$ cat config.mk
export PLATFORM = sky130hd
export DESIGN_NAME = mac_pe_os
export DESIGN_NICKNAME = d
export VERILOG_FILES = /design/src/rtl/mac_pkg.sv /design/src/rtl/pe_result_fifo.sv /design/src/rtl/mac_pe_os.sv
export SDC_FILE = /design/constraint.sdc
export NUM_CORES = 1
export LEC_CHECK = 0
export CAP_MARGIN = 20
export CORE_UTILIZATION = 62
export DETAILED_ROUTE_END_ITERATION = 12
export PLACE_DENSITY = 0.93
export SYNTH_ARGS = -nofsm -noshare
export SYNTH_HDL_FRONTEND = slang
export SYNTH_HIERARCHICAL = 1
export SYNTH_SLANG_ARGS = --single-unit
$ cat constraint.sdc
create_clock -name i_clock -period 9.3 [get_ports i_clock]
set_input_delay 0.93 -clock i_clock [delete_from_list [all_inputs] [get_ports i_clock]]
set_output_delay 0.93 -clock i_clock [all_outputs]
set_load 0.01 [all_outputs]
$ cat src/rtl/mac_pkg.sv
// Shared definitions for the output-stationary MAC PE: FIFO sizing and the
// saturating/wrapping accumulate helper.
package mac_pkg;

    localparam int unsigned FIFO_DEPTH = 2;
    localparam int unsigned FIFO_PTR_W = $clog2(FIFO_DEPTH);
    localparam int unsigned FIFO_CNT_W = $clog2(FIFO_DEPTH + 1);

    // Internal arithmetic width for sat_add; accumulators must be narrower.
    localparam int unsigned ACC_MAX = 64;
    localparam int unsigned EXT_W   = ACC_MAX + 2;

    localparam logic signed [EXT_W-1:0] EXT_ONE = {{(EXT_W-1){1'b0}}, 1'b1};

    typedef struct packed {
        logic               ovf;
        logic [ACC_MAX-1:0] sum;
    } add_res_t;

    // Adds two operands already extended to ACC_MAX and checks the result
    // against the acc_w-bit range; clamps when saturate is set, else wraps.
    function automatic add_res_t sat_add(
        input logic [ACC_MAX-1:0] a,
        input logic [ACC_MAX-1:0] b,
        input logic               signed_mode,
        input logic               saturate,
        input int unsigned        acc_w
    );
        logic signed [EXT_W-1:0] sa;
        logic signed [EXT_W-1:0] sb;
        logic signed [EXT_W-1:0] s;
        logic signed [EXT_W-1:0] vmax;
        logic signed [EXT_W-1:0] vmin;
        add_res_t                r;
        sa   = signed_mode ? {{2{a[ACC_MAX-1]}}, a} : {2'b00, a};
        sb   = signed_mode ? {{2{b[ACC_MAX-1]}}, b} : {2'b00, b};
        s    = sa + sb;
        vmax = signed_mode ? ((EXT_ONE <<< (acc_w - 1)) - EXT_ONE)
                           : ((EXT_ONE <<< acc_w) - EXT_ONE);
        vmin = signed_mode ? -(EXT_ONE <<< (acc_w - 1)) : '0;
        r.ovf = (s > vmax) || (s < vmin);
        r.sum = ACC_MAX'(s);
        if (saturate && (s > vmax)) begin
            r.sum = ACC_MAX'(vmax);
        end else if (saturate && (s < vmin)) begin
            r.sum = ACC_MAX'(vmin);
        end
        return r;
    endfunction

endpackage

$ cat src/rtl/pe_result_fifo.sv
// Small valid/ready result FIFO; push and pop may coincide, pop when empty is ignored.
module pe_result_fifo
    import mac_pkg::*;
#(
    parameter type entry_t = logic
) (
    input  logic                  i_clock,
    input  logic                  i_reset_n,
    input  logic                  i_push,
    input  entry_t                i_data,
    input  logic                  i_pop,
    output logic                  o_valid,
    output entry_t                o_data,
    output logic [FIFO_CNT_W-1:0] o_count
);

    entry_t                mem [FIFO_DEPTH];
    logic [FIFO_PTR_W-1:0] wr_ptr;
    logic [FIFO_PTR_W-1:0] rd_ptr;
    logic [FIFO_CNT_W-1:0] count;
    logic                  do_push;
    logic                  do_pop;

    // Qualify push/pop against occupancy.
    always_comb begin
        do_pop  = i_pop && (count != '0);
        do_push = i_push && ((count < FIFO_CNT_W'(FIFO_DEPTH)) || do_pop);
    end

    // Storage, pointers and occupancy.
    always_ff @(posedge i_clock or negedge i_reset_n) begin
        if (!i_reset_n) begin
            for (int i = 0; i < FIFO_DEPTH; i++) begin
                mem[i] <= '0;
            end
            wr_ptr <= '0;
            rd_ptr <= '0;
            count  <= '0;
        end else begin
            if (do_push) begin
                mem[wr_ptr] <= i_data;
                wr_ptr <= (wr_ptr == FIFO_PTR_W'(FIFO_DEPTH - 1)) ? '0 : wr_ptr + FIFO_PTR_W'(1);
            end
            if (do_pop) begin
                rd_ptr <= (rd_ptr == FIFO_PTR_W'(FIFO_DEPTH - 1)) ? '0 : rd_ptr + FIFO_PTR_W'(1);
            end
            count <= count + FIFO_CNT_W'(do_push) - FIFO_CNT_W'(do_pop);
        end
    end

    assign o_valid = (count != '0);
    assign o_data  = mem[rd_ptr];
    assign o_count = count;

endmodule

$ cat src/rtl/mac_pe_os.sv
// Output-stationary systolic MAC PE: accumulates run-time-length dot products,
// forwards operands east/south, and queues results in a 2-entry FIFO.
module mac_pe_os
    import mac_pkg::*;
#(
    parameter int unsigned BW     = 8,
    parameter int unsigned ACC_W  = 32,  // >= 2*BW and < ACC_MAX
    parameter int unsigned LEN_W  = 8,
    parameter int unsigned SIGNED = 1,
    parameter int unsigned SAT    = 1
) (
    input  logic             i_clock,
    input  logic             i_reset_n,
    input  logic             i_clear,
    input  logic [LEN_W-1:0] i_len,
    input  logic             i_valid,
    output logic             o_ready,
    input  logic [BW-1:0]    i_activation,
    input  logic [BW-1:0]    i_weight,
    output logic             o_fwd_valid,
    output logic [BW-1:0]    o_activation,
    output logic [BW-1:0]    o_weight,
    output logic             o_out_valid,
    input  logic             i_out_ready,
    output logic [ACC_W-1:0] o_result,
    output logic             o_ovf
);

    localparam logic SGN  = (SIGNED != 0);
    localparam logic SATL = (SAT != 0);

    typedef struct packed {
        logic             ovf;
        logic [ACC_W-1:0] res;
    } fifo_entry_t;

    logic                  accept;
    logic                  first_beat;
    logic                  last_beat;
    logic [LEN_W-1:0]      cnt;
    logic [LEN_W-1:0]      len_q;
    logic [LEN_W-1:0]      eff_len;
    logic                  s1_valid;
    logic                  s1_first;
    logic                  s1_last;
    logic [BW-1:0]         s1_a;
    logic [BW-1:0]         s1_w;
    logic [2*BW-1:0]       ext_a;
    logic [2*BW-1:0]       ext_w;
    logic [2*BW-1:0]       prod;
    logic [ACC_MAX-1:0]    prod_x;
    logic [ACC_MAX-1:0]    acc_x;
    add_res_t              sum;
    logic [ACC_W-1:0]      acc;
    logic                  acc_ovf;
    logic                  s2_last;
    logic                  push;
    fifo_entry_t           push_data;
    fifo_entry_t           head;
    logic [FIFO_CNT_W-1:0] fifo_count;

    assign accept = i_valid && o_ready;

    // Beat position within the vector; a zero length counts as one beat.
    always_comb begin
        first_beat = (cnt == '0);
        eff_len    = len_q;
        if (first_beat) begin
            eff_len = (i_len == '0) ? LEN_W'(1) : i_len;
        end
        last_beat = (cnt == eff_len - LEN_W'(1));
    end

    // Beat counter and latched vector length.
    always_ff @(posedge i_clock or negedge i_reset_n) begin
        if (!i_reset_n) begin
            cnt   <= '0;
            len_q <= '0;
        end else if (i_clear) begin
            cnt <= '0;
        end else if (accept) begin
            if (first_beat) begin
                len_q <= eff_len;
            end
            cnt <= last_beat ? '0 : cnt + LEN_W'(1);
        end
    end

    // Operand forwarding to neighbours, unaffected by i_clear.
    always_ff @(posedge i_clock or negedge i_reset_n) begin
        if (!i_reset_n) begin
            o_fwd_valid  <= 1'b0;
            o_activation <= '0;
            o_weight     <= '0;
        end else begin
            o_fwd_valid <= accept;
            if (accept) begin
                o_activation <= i_activation;
                o_weight     <= i_weight;
            end
        end
    end

    // S1: capture operands and vector-position flags; a clear drops the beat.
    always_ff @(posedge i_clock or negedge i_reset_n) begin
        if (!i_reset_n) begin
            s1_valid <= 1'b0;
            s1_first <= 1'b0;
            s1_last  <= 1'b0;
            s1_a     <= '0;
            s1_w     <= '0;
        end else begin
            s1_valid <= accept && !i_clear;
            if (accept) begin
                s1_first <= first_beat;
                s1_last  <= last_beat;
                s1_a     <= i_activation;
                s1_w     <= i_weight;
            end
        end
    end

    // S2 datapath: full-width product extended into the accumulator add.
    always_comb begin
        ext_a  = SGN ? {{BW{s1_a[BW-1]}}, s1_a} : {{BW{1'b0}}, s1_a};
        ext_w  = SGN ? {{BW{s1_w[BW-1]}}, s1_w} : {{BW{1'b0}}, s1_w};
        prod   = ext_a * ext_w;
        prod_x = {{(ACC_MAX - 2*BW){SGN & prod[2*BW-1]}}, prod};
        acc_x  = s1_first ? '0 : {{(ACC_MAX - ACC_W){SGN & acc[ACC_W-1]}}, acc};
        sum    = sat_add(acc_x, prod_x, SGN, SATL, ACC_W);
    end

    // S2: accumulator, sticky overflow and result-ready flag.
    always_ff @(posedge i_clock or negedge i_reset_n) begin
        if (!i_reset_n) begin
            acc     <= '0;
            acc_ovf <= 1'b0;
            s2_last <= 1'b0;
        end else if (i_clear) begin
            acc     <= '0;
            acc_ovf <= 1'b0;
            s2_last <= 1'b0;
        end else begin
            s2_last <= s1_valid && s1_last;
            if (s1_valid) begin
                acc     <= ACC_W'(sum.sum);
                acc_ovf <= (acc_ovf && !s1_first) || sum.ovf;
            end
        end
    end

    // A finished vector enters the FIFO unless a clear kills it.
    always_comb begin
        push          = s2_last && !i_clear;
        push_data.ovf = acc_ovf;
        push_data.res = acc;
    end

    pe_result_fifo #(
        .entry_t (fifo_entry_t)
    ) u_fifo (
        .i_clock   (i_clock),
        .i_reset_n (i_reset_n),
        .i_push    (push),
        .i_data    (push_data),
        .i_pop     (i_out_ready),
        .o_valid   (o_out_valid),
        .o_data    (head),
        .o_count   (fifo_count)
    );

    // Reserve FIFO space for every finished vector still in the pipeline.
    assign o_ready = (3'(fifo_count) + 3'(s1_valid && s1_last) + 3'(s2_last)) < 3'(FIFO_DEPTH);

    assign o_result = head.res;
    assign o_ovf    = head.ovf;

endmodule

# After elaboration in Yosys (flattened, before gate mapping)
# Index checks and enable logic that the tools add are counted.
# Widths: inputs -> output; s select.
dict set report totals {
  reg_bits 140
  elab_cells 79
}
dict set report classes {
  n_addsub 9
  multipliers 1
  n_lt_le_gt_ge 7
  eq_ne 1
  mux 21
  bitwise 3
  reduce_logical 19
}
# cell count
set ops {}
lappend ops {{$mux 33} 4}
lappend ops {{$mux 32} 4}
lappend ops {{$bwmux 66} 1}
lappend ops {{$add 64x16->65} 1}
lappend ops {{$gt 65x32->1 const B} 1}
lappend ops {{$lt 65x32->1 const B} 1}
lappend ops {{$mux 64} 1}
lappend ops {{$mux 8} 5}
lappend ops {{$demux 33 s1} 1}
lappend ops {{$logic_not 8->1} 2}
lappend ops {{$mul 8x8->16} 1}
lappend ops {{$add 8x1->8 const B} 1}
lappend ops {{$eq 8x8->1} 1}
lappend ops {{$logic_and 1x1->1} 8}
lappend ops {{$sub 8x1->8 const B} 1}
lappend ops {{$reduce_bool 2->1} 3}
lappend ops {{$mux 1} 5}
lappend ops {{$ge 2x2->1 const B} 2}
lappend ops {{$not 1->2} 2}
lappend ops {{$add 2x1->3} 1}
lappend ops {{$add 3x1->3} 1}
lappend ops {{$logic_or 1x1->1} 3}
lappend ops {{$lt 3x2->1 const B} 1}
lappend ops {{$reduce_and 3->1} 1}
lappend ops {{other kinds (7)} 9}

# Longest topological paths before layout
# Gate-level depths: netlist (run 1).
dict set report logic_depth {
  word_depth 8
  ltp_mapped 25
}

# Hierarchy
# The synthesis (run 1) kept the hierarchy.
# mod instances cells_each area_each_um2 seq_area_each_um2
set by_module_without_submodules {}
lappend by_module_without_submodules {mac_pe_os 1 1023 9845.7 1751.7}
lappend by_module_without_submodules {pe_result_fifo 1 194 3329.4 1751.7}

# Worst setup path before layout (run 1)
# OpenSTA, ideal clock, no wires.
dict set report synth_timing {
  kind {reg2reg}
  start {reg s1_w[0]}
  end {reg acc[23]}
  setup_ns 0.080
  t_arrival_ns 6.899
  path_slack_ns 2.320
  stages_incl_launch_ff 21
  n_path_buf 2
  period_less_slack_ns 6.980
  cell_sequence {dfrtp_1 > clkbuf_1 > and2_1 > inv_1 > fa_1 > inv_1 > fa_1 > fa_1 > fa_1 > fa_1 > ha_1 > a21oi_1 > nor2b_1 > o31a_1 > o41ai_2 > mux2i_1 > nand3_1 > nor4b_4 > a31oi_2 > buf_6 > o211ai_2}
}
dict set report synth_between {
  elab_chain_cells 7
  elab_cells_between_ends 8
}
# element line_no
set synth_lines {}
lappend synth_lines {{start, declared} mac_pe_os.sv:47} ;# logic [BW-1:0] s1_w;
lappend synth_lines {{start signal, assigned} mac_pe_os.sv:118} ;# s1_w <= i_weight;
lappend synth_lines {{$mul 8x8->16 *} mac_pe_os.sv:127} ;# prod = ext_a * ext_w;
lappend synth_lines {{$add 64x16->65 *} mac_pkg.sv:37} ;# s = sa + sb;
lappend synth_lines {{$lt 65x32->1} mac_pkg.sv:45} ;# end else if (saturate && (s < vmin)) begin
lappend synth_lines {{$mux 32} mac_pkg.sv:45}
lappend synth_lines {{$mux 32 *} mac_pkg.sv:43} ;# if (saturate && (s > vmax)) begin
lappend synth_lines {{$mux 32 *} mac_pe_os.sv:145} ;# if (s1_valid) begin
lappend synth_lines {{$mux 32 *} mac_pe_os.sv:139} ;# end else if (i_clear) begin
lappend synth_lines {{end signal, assigned} mac_pe_os.sv:146} ;# acc <= ACC_W'(sum.sum);
lappend synth_lines {{end, declared} mac_pe_os.sv:54} ;# logic [ACC_W-1:0] acc;
# Mark *: on every way between the ends. The rest lies on a longest branch, timed or not. The select of a mux whose other input is x is not followed.
# A chain may end at the register's enable or synchronous reset.

# Final worst setup path (run 1)
dict set report layout_timing {
  start {reg s1_w[2]}
  end {reg acc[20]}
}
# Same word-level chain as after synthesis.

==> reports/qor.txt, run 1 <==
Synth warn -> 6
CP max FO -> 29
Layout Skew -> 12.71 ps
Min cycle time layout -> 7485 ps
Setup total negative slack -> 0 ps
Status -> complete, no violations
Setup crit start kind -> flip-flop
I/O Buffers -> 80
Synth Area per Inst -> 10.83 sq um
Fin nets -> 1,523
Post-route ant nets -> 0
Post-synth top area cell -> dfrtp_1
Predominant post-synthesis flop cell -> dfrtp_1
DRT Wirelength -> 32,710 microns
DR WL/cell -> 21.10 microns
Area contributors post-synth -> dfrtp_1, fa_1, ha_1
Slew @ Worst Pin -> 994.4 ps
Fmax achieved -> 133.6 MHz
Netlist cell types -> 75
Setup Buffers After CTS -> 0
Total grt overflow -> 0
Row Count -> 52
CP endpoint kind -> flip-flop
Maximum clock path buffer count -> 2
Clock Pin Slew Worst Setup and Hold Paths -> 60 ps
Gr usage total -> 32.23%
Mapped Area -> 13,180 sq um
Reg2reg start -> s1_w[2]
Die W -> 147.8 microns
Antenna diodes -> 0
Core Region -> 20,560 sq um
First-pass GRT wire length -> 54,010 microns
Initial DRC Count -> 713
Kind of critical path -> flip-flop to flip-flop
Final Max Tran Viols -> 0
Number of global-route vias before repair -> 10,289
CTS tree -> built
Post-cts sizing count -> 0
Syn Nets -> 1,473
CTS HTree Levels -> 4
Number of flops mapped to enable cells by yosys -> 0
Hold Fails Final Rpt -> 0
Ys async rst share -> 100.0%
Die height -> 147.8 microns
FILL cells -> 1,380
Share of the synthesized area in the top cell type -> 26.59%
Residual DRC count -> 0
Synthesis-to-layout area growth -> 10.92%
CTS root buf -> clkbuf_16
Initial core utilization -> 64.08%
Via count -> 9,560
Clock network latency to the later pin of the worst-skew pair -> 440 ps
RSZ-0062 raised after global routing -> false
Worst Path Arrival -> 7760 ps
Synth Instances -> 1,217
CP Launch Point -> s1_w[2]
# IOs -> 81
Dpl hpwl -> 24,180 microns
Setup violations, final -> 0
Die area -> 21,840 sq um
Layout cell share with drive strength beyond 1 -> 15.08%
Slew headroom -> 33.57%
CTS sink count -> 140
Register area share after synthesis -> 26.59%
Tcrit/Tclk final -> 80.49%
CTS buffer count -> 17
Initial antenna violation count -> 0
CTS Hold Bufs -> 0
MaxCap Viol Count -> 0
Largest net degree at the start of global routing -> 83
Hold Crit Class -> input port to async pin
Drt pass-1 iters -> 5
FF+latch count, synth -> 140
GP Congestion -> 0.9570
Most frequent cells in the layout -> nand2_1, fa_1, dfrtp_1
Most common cell after layout, fill and taps aside -> nand2_1
Worst endpoint required time -> 9580 ps
Vias per cell -> 6.168
[through the flow]
step           utilization (%)  setup WS (ps)  std cells  hold WS [ps]  area (sq um)
6_report                 71.08           1815       1550         478.5         14610
5_1_grt                  71.08           1334       1550         503.5         14610
4_1_cts                  70.95           1867       1549         488.4         14590
3_5_place_dp             68.06           1977       1517         479.5         13990
3_3_place_gp             68.06           2163       1517         471.3         13990
2_1_floorplan                -           2320       1217         452.6         13180
[cell usage after synthesis (all sizes together), types with 4 or more instances]
cell / instances
mux2: 106
xnor2: 20
and2: 36
xor2: 23
nor3: 12
nand3: 16
clkbuf: 30
nor2: 57
and3: 6
a31oi: 6
or2: 4
a211o: 4
o21a: 7
a22o: 4
a21o: 12
o21ai: 22
a32oi: 7
nand2b: 15
mux2i: 11
buf: 27
o21bai: 4
inv: 105
nor2b: 31
dfrtp: 140
nand4: 11
a21oi: 42
a211oi: 11
ha: 85
nand2: 143
nor4: 7
fa: 142
o31ai: 6
o211ai: 31
[layer usage]
metal,wire length (microns),vias to the layer above,track usage (%)
met2,16510,441,55.99
li1,-,4190,-
met4,1280,0,12.53
met3,2169,112,5.525
met5,0,-,0
met1,12750,4817,40.22
[cell type report]
| class | instances | area, sq um | area share, % |
|---|---|---|---|
| tap | 270 | 337.8 | 2.312 |
| clock buffer | 18 | 439.2 | 3.005 |
| clock inverter | 14 | 155.1 | 1.062 |
| multi-input combinational | 912 | 8884 | 60.79 |
| timing repair buffer | 90 | 897.1 | 6.139 |
| sequential | 140 | 3503 | 23.97 |
| inverter | 106 | 397.9 | 2.723 |
[kinds of logic after synthesis]
| kind of cell | after synthesis | synth area share [%] |
|---|---|---|
| compound gates | 175 | 10.18 |
| xor+xnor | 44 | 3.086 |
| fa+ha+maj | 227 | 29.65 |
| buf+inv | 165 | 6.040 |
| flops | 140 | 26.59 |
| mux | 117 | 11.60 |
| simple gates | 349 | 12.85 |
[critical path, stage by stage (launching register included)]
cell,delay [ps]
dfrtp_1,540
nand2_1,220
inv_1,120
fa_1,470
inv_1,230
fa_1,610
inv_1,800
fa_1,580
fa_1,510
ha_1,320
ha_1,500
nand4_1,160
or3_1,400
nor4_1,340
nand2_1,120
o2bb2ai_2,180
a21o_1,180
nand4b_1,230
o21ai_2,180
buf_4,410
o211ai_1,190
[state kept, by name, summed over array words and instances (netlist names), 2 cells and up]
| signal | cells |
|---|---|
| s1_w | 8 |
| cnt | 8 |
| u_fifo/mem | 66 |
| s1_a | 8 |
| acc | 32 |
| u_fifo/o_count | 2 |
| len_q | 8 |
[final timing paths]
kind | slack (ps) | cells after the start | endpoint
max in group asynchronous | 7770 | 3 | u_fifo/mem[20]
min in group i_clock | 490 | 1 | u_fifo/wr_ptr
max | 1810 | 20 | acc[20]
min | 480 | 1 | u_fifo/mem[13]
min reg2reg | 490 | 1 | u_fifo/wr_ptr
max reg2reg | 1810 | 20 | acc[20]
Power of run 1 is not shown: default switching activity piles up to over one toggle a cycle in this logic, so the estimate is an artifact.
==> inputs of run 2 (changes only) <==
==> constraint.sdc (replaced) <==
create_clock -name i_clock -period 7.5 [get_ports i_clock]
set_input_delay 0.75 -clock i_clock [delete_from_list [all_inputs] [get_ports i_clock]]
set_output_delay 0.75 -clock i_clock [all_outputs]
set_load 0.01 [all_outputs]
==> reports/qor.txt, run 2 (synthesized netlist as in run 1, its figures left out) <==
DRT Wirelength -> 32,820 microns
Total grt overflow -> 0
Residual DRC count -> 0
Slew headroom -> 25.96%
CP endpoint kind -> flip-flop
Fin nets -> 1,527
I/O Buffers -> 80
Vias per cell -> 6.191
Setup total negative slack -> 0 ps
CTS root buf -> clkbuf_16
RSZ-0062 raised after global routing -> false
Synthesis-to-layout area growth -> 11.07%
Tcrit/Tclk final -> 93.14%
Clock network latency to the later pin of the worst-skew pair -> 430 ps
Worst Path Arrival -> 7260 ps
Max reg flops -> 66
CTS HTree Levels -> 4
Maximum clock path buffer count -> 2
Post-route ant nets -> 0
Final Max Tran Viols -> 0
Most common cell after layout, fill and taps aside -> nand2_1
Status -> complete, no violations
Die height -> 147.8 microns
Via count -> 9,614
CTS sink count -> 140
Largest Register -> u_fifo/mem
Setup crit start kind -> flip-flop
Initial core utilization -> 64.08%
Setup Buffers After CTS -> 0
Largest regs -> u_fifo/mem: 66 flops, acc: 32 flops
Initial DRC Count -> 757
Layout Skew -> 10.30 ps
Post-cts sizing count -> 0
CTS buffer count -> 17
Kind of critical path -> flip-flop to flip-flop
CTS Hold Bufs -> 0
Initial antenna violation count -> 0
Clock Pin Slew Worst Setup and Hold Paths -> 60 ps
FILL cells -> 1,365
Fmax achieved -> 143.2 MHz
Worst endpoint required time -> 7770 ps
Setup violations, final -> 0
MaxCap Viol Count -> 0
Min cycle time layout -> 6986 ps
Dpl hpwl -> 23,700 microns
# IOs -> 81
First-pass GRT wire length -> 54,170 microns
Row Count -> 52
Core Region -> 20,560 sq um
Layout cell share with drive strength beyond 1 -> 15.28%
Number of global-route vias before repair -> 10,346
DR WL/cell -> 21.13 microns
Hold Crit Class -> input port to async pin
CTS tree -> built
Die W -> 147.8 microns
Most frequent cells in the layout -> nand2_1, fa_1, dfrtp_1
Slew @ Worst Pin -> 1108 ps
GP Congestion -> 0.9458
CP max FO -> 29
Gr usage total -> 32.35%
Die area -> 21,840 sq um
Antenna diodes -> 0
Post-layout util -> 71.18%
Drt pass-1 iters -> 7
Hold Fails Final Rpt -> 0
Largest net degree at the start of global routing -> 94
[run 2: cell types whose count changed in the layout (fill, tap and decap cells not counted), sizes merged]
cell / previous run / this run
buf: 11 / 15
bufinv: 2 / 3
clkinv: 6 / 8
inv: 111 / 107
[run 2: path summary, 6_finish.rpt]
path	from	endpoint	slack [ps]	cells after the start
min in group i_clock	u_fifo/wr_ptr	u_fifo/wr_ptr	490	1
min reg2reg	u_fifo/wr_ptr	u_fifo/wr_ptr	490	1
max reg2reg	s1_a[7]	acc[23]	510	20
max in group asynchronous	i_reset_n	len_q[5]	5980	2
max	s1_a[7]	acc[23]	510	20
min	i_reset_n	u_fifo/mem[11]	370	1
[run 2: layer usage]
layer	global-route usage, %	part of all wire (%)	vias to the layer above
met5	0	0	-
met4	13.97	3.6	0
met3	5.864	6.4	104
met2	54.41	50	448
met1	41.16	40	4851
li1	-	-	4211
[run 2: through the flow]
step | hold slack [ps] | area, sq um | setup WS, ps | std cells
floorplan | 452.6 | 13180 | 520.4 | 1217
global placement | 470.6 | 14030 | 909.8 | 1522
detailed placement | 474.1 | 14030 | 711.2 | 1522
CTS | 431.1 | 14630 | 563.1 | 1553
global route | 465.0 | 14630 | 122.5 | 1553
finish | 368.3 | 14630 | 514.3 | 1553
[run 2: cell type report]
cell class	instances	area [sq um]	share of cell area, %
clock inverter	13	165.2	1.129
timing repair buffer	94	907.1	6.199
clock buffer	18	439.2	3.001
multi-input combinational	912	8884	60.70
sequential	140	3503	23.94
inverter	106	397.9	2.719
tap	270	337.8	2.308
[run 2: worst max-delay path, cell delays in order, from the launching register on]
cell      delay, ps
dfrtp_1         530
nand2_1         210
inv_1           140
fa_1            470
inv_1           250
fa_1            590
inv_1           100
buf_4           340
fa_1            500
fa_1            500
ha_1            300
ha_1            440
nand4_1         180
or4_1           540
o21a_1          290
a21oi_2         210
xor2_1          100
nand4b_1        280
o21ai_2         190
buf_4           450
o211ai_2        180
Power of run 2 is left out for the same reason.
